--- config.mk ---
export PLATFORM = sky130hd
export DESIGN_NAME = bit_serial_adder
export DESIGN_NICKNAME = d
export VERILOG_FILES = /design/src/rtl/bit_serial_pkg.sv /design/src/rtl/serial_fa_cell.sv /design/src/rtl/bit_serial_adder.sv
export SDC_FILE = /design/constraint.sdc
export NUM_CORES = 1
export LEC_CHECK = 0
export ABC_AREA = 1
export CORE_MARGIN = 2
export CORE_UTILIZATION = 45
export CTS_CLUSTER_DIAMETER = 60
export DETAILED_ROUTE_END_ITERATION = 8
export PLACE_DENSITY = 0.77
export SLEW_MARGIN = 20
export SYNTH_ARGS = -nofsm -noshare
export SYNTH_HDL_FRONTEND = slang
export SYNTH_SLANG_ARGS = --single-unit
--- constraint.sdc ---
create_clock -name clk -period 1 [get_ports clk]
set_input_delay 0.1 -clock clk [delete_from_list [all_inputs] [get_ports clk]]
set_output_delay 0.1 -clock clk [all_outputs]
set_load 0.01 [all_outputs]
--- src/rtl/bit_serial_pkg.sv ---
// Shared types and defaults for the bit-serial adder.
package bit_serial_pkg;

   localparam int unsigned DefaultWidth = 8;

   typedef enum logic [1:0] {
      StIdle = 2'd0,
      StRun  = 2'd1,
      StDone = 2'd2
   } state_e;

endpackage

--- src/rtl/serial_fa_cell.sv ---
// One-bit sum/carry cell in propagate/generate form; purely combinational.
module serial_fa_cell (
   input  logic a,
   input  logic b,
   input  logic ci,
   output logic s,
   output logic co
);

   logic p;
   logic g;

   assign p  = a ^ b;
   assign g  = a & b;
   assign s  = p ^ ci;
   assign co = g | (p & ci);

endmodule

--- src/rtl/bit_serial_adder.sv ---
// LSB-first bit-serial adder with start/busy/done handshake.
// Define BIT_SERIAL_SUB_EN to add the 'sub' port (a - b via ~b and forced carry-in).
module bit_serial_adder
   import bit_serial_pkg::*;
#(
   parameter int unsigned WIDTH = DefaultWidth,
   localparam int unsigned CNT_W = $clog2(WIDTH + 1)
) (
   input  logic             clk,
   input  logic             rst_n,
   input  logic             start,
   input  logic [WIDTH-1:0] a,
   input  logic [WIDTH-1:0] b,
   input  logic             cin,
`ifdef BIT_SERIAL_SUB_EN
   input  logic             sub,
`endif
   output logic             busy,
   output logic             done,
   output logic [WIDTH-1:0] sum,
   output logic             cout
);

   state_e           state_q, state_d;
   logic [WIDTH-1:0] a_q, a_d;
   logic [WIDTH-1:0] b_q, b_d;
   logic [WIDTH-1:0] sum_q, sum_d;
   logic             carry_q, carry_d;
   logic             cout_q, cout_d;
   logic [CNT_W-1:0] cnt_q, cnt_d;
   logic             busy_q, busy_d;
   logic             done_q, done_d;

   logic [WIDTH-1:0] b_load;
   logic             carry_load;
   logic             accept;
   logic             last_step;
   logic             cell_s;
   logic             cell_co;

`ifdef BIT_SERIAL_SUB_EN
   assign b_load     = sub ? ~b : b;
   assign carry_load = sub | cin;
`else
   assign b_load     = b;
   assign carry_load = cin;
`endif

   serial_fa_cell u_cell (
      .a  (a_q[0]),
      .b  (b_q[0]),
      .ci (carry_q),
      .s  (cell_s),
      .co (cell_co)
   );

   assign last_step = (cnt_q == CNT_W'(WIDTH - 1));

   always_comb begin
      state_d = state_q;
      a_d     = a_q;
      b_d     = b_q;
      sum_d   = sum_q;
      carry_d = carry_q;
      cout_d  = cout_q;
      cnt_d   = cnt_q;
      accept  = 1'b0;

      case (state_q)
         StIdle: begin
            if (start) accept = 1'b1;
         end
         StRun: begin
            // Result bits enter at the MSB so bit 0 lands in sum[0] after WIDTH steps.
            a_d     = a_q >> 1;
            b_d     = b_q >> 1;
            sum_d   = {cell_s, sum_q[WIDTH-1:1]};
            carry_d = cell_co;
            cnt_d   = cnt_q + CNT_W'(1);
            if (last_step) begin
               state_d = StDone;
               cout_d  = cell_co;
            end
         end
         StDone: begin
            if (start) accept = 1'b1;
            else       state_d = StIdle;
         end
         default: state_d = StIdle;
      endcase

      if (accept) begin
         state_d = StRun;
         a_d     = a;
         b_d     = b_load;
         carry_d = carry_load;
         cnt_d   = '0;
         sum_d   = '0;
         cout_d  = 1'b0;
      end

      busy_d = (state_d == StRun);
      done_d = (state_d == StDone);
   end

   always_ff @(posedge clk or negedge rst_n) begin
      if (!rst_n) begin
         state_q <= StIdle;
         a_q     <= '0;
         b_q     <= '0;
         sum_q   <= '0;
         carry_q <= 1'b0;
         cout_q  <= 1'b0;
         cnt_q   <= '0;
         busy_q  <= 1'b0;
         done_q  <= 1'b0;
      end else begin
         state_q <= state_d;
         a_q     <= a_d;
         b_q     <= b_d;
         sum_q   <= sum_d;
         carry_q <= carry_d;
         cout_q  <= cout_d;
         cnt_q   <= cnt_d;
         busy_q  <= busy_d;
         done_q  <= done_d;
      end
   end

   assign busy = busy_q;
   assign done = done_q;
   assign sum  = sum_q;
   assign cout = cout_q;

endmodule
**After elaboration in Yosys (flattened, before gate mapping)**

Cells that the tools add are included.

- Add/subtract/negate cells: 1
- Equality and inequality tests: 5
- Mux-type cells: 19
- Bitwise gates (word level): 5
- Reductions and logical operators: 5

Operator list:

| cell | number |
|---|---|
| two-way mux 8 bit | 6 |
| two-way mux 4 bit | 2 |
| two-way mux 1 bit | 7 |
| two-way mux 2 bit | 3 |
| case mux 2 bit (3 select lines) | 1 |
| adder 4 x 1 -> 4 bit (second input constant) | 1 |
| equality test 2 x 1 -> 1 bit (second input constant) | 2 |
| equality test 2 bit (second input constant) | 2 |
| equality test 4 x 3 -> 1 bit (second input constant) | 1 |
| nonzero test 2 bit | 2 |
| bitwise AND 1 bit | 2 |
| logical NOT 2 bit | 1 |
| AND reduction 2 bit | 1 |
| OR reduction 2 bit | 1 |
| bitwise XOR 1 bit | 2 |
| OR 1 bit | 1 |

- Flip-flop bits (word level): 34
- Input port bits: 20
- Word-level logic and storage cells: 44

**Depth between registers and ports, before layout**

- Depth in word-level cells: 6
- Gate-level depth with buffers: 7
- Mapped depth without buffers: 6

**By module**

Synthesis repeated with hierarchy kept, for this count alone.

- Cells, all modules: 180
- Area, all modules: 1,539.0 um2

Modules (own cells, without submodules):

| module | times used | cells each | area each (um2) | seq. area each (um2) |
|---|---|---|---|---|
| bit_serial_adder | 1 | 179 | 1,519.0 | 850.8 |
| serial_fa_cell | 1 | 1 | 20.0 | 0.0 |

**Worst setup path before layout**

No wires, ideal clock.

- Path type: reg-to-reg
- Start: register carry_q
- End: register carry_q
- Setup time: 0.116 ns
- Arrival time: 0.983 ns
- Required time: 0.884 ns
- Path slack: -0.099 ns
- Cell stages (with the launch flop): 6
- Period minus slack after synthesis: 1.099 ns
- Cells stage by stage: dfrtp_1 -> fa_1 -> nand2_1 -> nand2_1 -> inv_1 -> nand2_1

- Cells in the longest elaborated chain, start to end: 4

RTL lines:

| what | line | text |
|---|---|---|
| start: declaration | bit_serial_adder.sv:28 | `logic carry_q, carry_d;` |
| start signal: assignment | bit_serial_adder.sv:122 | `carry_q <= carry_d;` |
| bitwise AND 1 bit | serial_fa_cell.sv:16 | `assign co = g \| (p & ci);` |
| OR 1 bit | serial_fa_cell.sv:16 |  |
| two-way mux 1 bit | bit_serial_adder.sv:69 | `case (state_q)` |
| two-way mux 1 bit | bit_serial_adder.sv:92 | `if (accept) begin` |

No other way between the ends. The select of a mux whose other input is x is not followed.
A chain may end at the register's enable or synchronous reset.

**Worst setup path in the final report**

- Start: register state_q[0]
- End: register b_q[1]

- Cells in the longest elaborated chain, start to end: 4
- Elaborated cells on any way between the ends: 7
- Classes of those cells: eq/ne (2); mux (2); reduce/logical (3)

RTL lines:

| what | line | text |
|---|---|---|
| start: declaration | bit_serial_adder.sv:24 | `state_e state_q, state_d;` |
| start signal: assignment | bit_serial_adder.sv:108 | `state_q <= StIdle;` |
| start signal: assignment | bit_serial_adder.sv:118 | `state_q <= state_d;` |
| equality test 2 bit or logical NOT 2 bit (tied branches) | bit_serial_adder.sv:69 |  |
| OR reduction 2 bit (no line) | - |  |
| two-way mux 1 bit | - |  |
| two-way mux 8 bit or nonzero test 2 bit (tied branches) | - |  |
| end signal: assignment | bit_serial_adder.sv:110 | `b_q <= '0;` |
| end signal: assignment | bit_serial_adder.sv:120 | `b_q <= b_d;` |
| end: declaration | bit_serial_adder.sv:26 | `logic [WIDTH-1:0] b_q, b_d;` |

Parallel ways exist; a longest one is shown, timed or not.

==> flow_metrics.env <==
export IMPL_dr_pass1_iters=4
export IMPL_hp_class="in -> async"
export IMPL_ys_types=20
export IMPL_yosysMostFrequentCell="nand2_1"
export IMPL_power_density_nw_per_um2=2897
export IMPL_start_util=0.4626
export IMPL_cp_start_kind="flop"
export IMPL_core_area_um2=3311
export IMPL_area_growth_pct=47.79
export IMPL_yosysTopAreaCell="dfrtp_1"
export IMPL_finalCritPeriodShare=1.170
export IMPL_tightestPinTransition_ns=0.3390
export IMPL_netlist_instances=186
export IMPL_crit_top_cell="nand2_1"
export IMPL_synth_top_family_by_area="simple AND/OR/NAND/NOR gates"
export IMPL_cp_num_buf_inv=1
export IMPL_synth_xor_area_frac=0
export IMPL_rsz0062_at_grt="true"
export IMPL_cts_buffers=5
export IMPL_post_drt_via_cell_ratio=4.826
export IMPL_synthTopCellsByCount="94 x nand2_1, 34 x dfrtp_1, 16 x inv_1"
export IMPL_synth_simple_area_share=0.2958
export IMPL_nets=265
export IMPL_yosys_top_cells_area="dfrtp_1 56%, nand2_1 23%, inv_1 3.9%, o22ai_1 2.5%, nand3_1 2.3%"
export IMPL_crit_family="flip-flops"
export IMPL_drcViolationCount=0
export IMPL_grt_overflow=0
export IMPL_cpMaxStageDelayCell="dfrtp_2"
export IMPL_synth_main_ff_cell="dfrtp_1"
export IMPL_drt_wirelength_per_cell_um=12.30
export IMPL_dp_hpwl_mm=2.119
export IMPL_vdd_ir_drop_max_v=0.001161
export IMPL_cp_arrival_ns=1.40
export IMPL_insertion_delay_ns=0.34
export IMPL_die_width_um=62.34
export IMPL_reg2reg_slack_ns=-0.17
export IMPL_portBuffers=30
export IMPL_leakage_nw=1.174
export IMPL_cts_tree="yes"
export IMPL_syn_area_per_cell_um2=8.234
export IMPL_cp_depth=5
export IMPL_yosys_area_top_type_share=0.5556
export IMPL_synth_yosys_seq_area_share=0.5556
export IMPL_worstSetupPathType="reg -> reg"
export IMPL_drive_above_1_share=0.3347
export IMPL_fin_crit_ns=1.170
export IMPL_die_y_um=62.34
export IMPL_antennaDiodeCount=0
export IMPL_async_reset_ff_frac=1.000
export IMPL_antenna_found_initial=0
export IMPL_wl_mm=3.542
export IMPL_grt_max_degree=35
export IMPL_hold_viol_final=0
export IMPL_end_kind="flop"
export IMPL_crit_chain="nand2_2 -> nand2_8 -> buf_12 -> nand2_1 -> nand2_1"
export IMPL_grt_pass1_vias=1422
export IMPL_ff2ff_path_depth=5
export IMPL_violations="setup timing"
export IMPL_slew_violations=0
export IMPL_fin_area_um2=2263
export IMPL_clk_path_buf_depth=2
export IMPL_slew_headroom=0.7733
export IMPL_io_pins=31
export IMPL_cts_clk_slew_worst_paths_ns=0.10
export IMPL_synthMuxAreaShare=0
export IMPL_cts_sinks=34
export IMPL_required_ns=1.23
export IMPL_final_util=0.6837
export IMPL_gp_congestion=0.8377
export IMPL_cts_htree_levels=2
export IMPL_fin_ws_ns=-0.1696
export IMPL_grt_usage=0.1978
export IMPL_rows=21
export IMPL_stdcell_count=288
export IMPL_place_inst=272
export IMPL_grt_pass1_wl_mm=6.037
export IMPL_timing_fmax_mhz=855.0
export IMPL_dpl_cell_area_um2=2018
export IMPL_finClkSkew_ns=0.008954
export IMPL_max_stage_delay_ns=0.46
export IMPL_synth_edf_count=0
export IMPL_fin_setup_tns_ns=-3.463
export IMPL_synth_area_um2=1531
export IMPL_synth_compound_area_frac=0.05065
export IMPL_vias=1390
export IMPL_hold_buffers=0
export IMPL_yosysWarnings=0
export IMPL_crit_fanout=9
export IMPL_maxCapViolations=0
export IMPL_setup_violations=31
export IMPL_ant_nets=0
export IMPL_status="finished, violations left"
export IMPL_dieArea_um2=3886
export IMPL_cts_root_buf="clkbuf_4"
export IMPL_whs_ns=0.1171
export IMPL_synth_seq_cells=34
export IMPL_synthAdderAreaFrac=0.02124
export IMPL_first_iter_violations=41
export IMPL_synth_fp_nets=208
worst paths after layout:
path | from | end
max in group asynchronous | rst_n | state_q[0]$_DFF_PN0_
min in group clk | b[7] | b_q[7]$_DFFE_PN0P_
min reg2reg | b_q[5]$_DFFE_PN0P_ | b_q[5]$_DFFE_PN0P_
max reg2reg | state_q[0]$_DFF_PN0_ | b_q[1]$_DFFE_PN0P_
min | rst_n | cnt_q[1]$_DFFE_PN0P_
max | state_q[0]$_DFF_PN0_ | b_q[1]$_DFFE_PN0P_
cells in the final DEF, fill, tap and decap left out, drive strengths merged:
cell / n
nand2: 98
buf: 35
dfrtp: 34
inv: 20
clkdlybuf4s50: 19
nand3: 7
o21ai: 7
nor2: 7
o22ai: 6
clkbuf: 6
a21oi: 1
fa: 1
ha: 1
cell type report:
cell class | instances | area [µm²]
repair inverters | 1 | 11.26
multi-input cells | 128 | 695.7
repair buffers | 54 | 509.2
well taps | 46 | 57.56
flip-flops and latches | 34 | 852.1
fillers | 267 | 1047
inverters | 19 | 86.33
clock buffers | 6 | 51.30
logic make-up (layout without fill, tap and decap cells):
group | after synthesis | after routing
compound gates | 14 | 14
buf+inv | 25 | 80
fa+ha+maj | 2 | 2
simple gates | 111 | 112
flops | 34 | 34
stage by stage:
| stage | total power, mW | worst slack (ns) |
|---|---|---|
| 2_1_floorplan | 3.896 | -0.09138 |
| 4_1_cts | 6.364 | -0.1570 |
| 5_1_grt | 7.027 | -0.2320 |
| 3_3_place_gp | 4.988 | -0.2463 |
| 3_5_place_dp | 5.070 | -0.2614 |
| 6_report | 6.558 | -0.1696 |
sequential cells by signal, indices dropped and copies added, names as in the netlist:
register  count
cout          1
sum           8
state_q       2
done          1
b_q           8
a_q           8
carry_q       1
busy          1
cnt_q         4
worst reg2reg max path, delay by kind of cell, from the launching register on:
kind | cells | cell delay (ns)
buffers and inverters | 1 | 0.17
flip-flops | 1 | 0.46
AND/OR/NAND/NOR | 4 | 0.44
routing by layer:
layer  track usage  up-vias  part of all wire
met5             0        -                 0
met4        0.1222        0             0.018
met3       0.05435        7             0.047
met2        0.3193       31              0.51
met1        0.2353      672              0.42
li1              -      680                 -
repair_timing:
item / CTS / global route
setup buffers: 5 / 3
resized for setup: 79 / 11
pin swaps: 4 / 3
endpoints found under the setup margin: 43 / 35
cloned: 2 / 0
power by group:
group	internal, mW	total (mW)	switching, mW
registers	1.92	2.27	0.350
clock network	0.317	0.760	0.444
logic	1.65	3.52	1.88
Note: power is estimated with default switching activity, not from simulation.
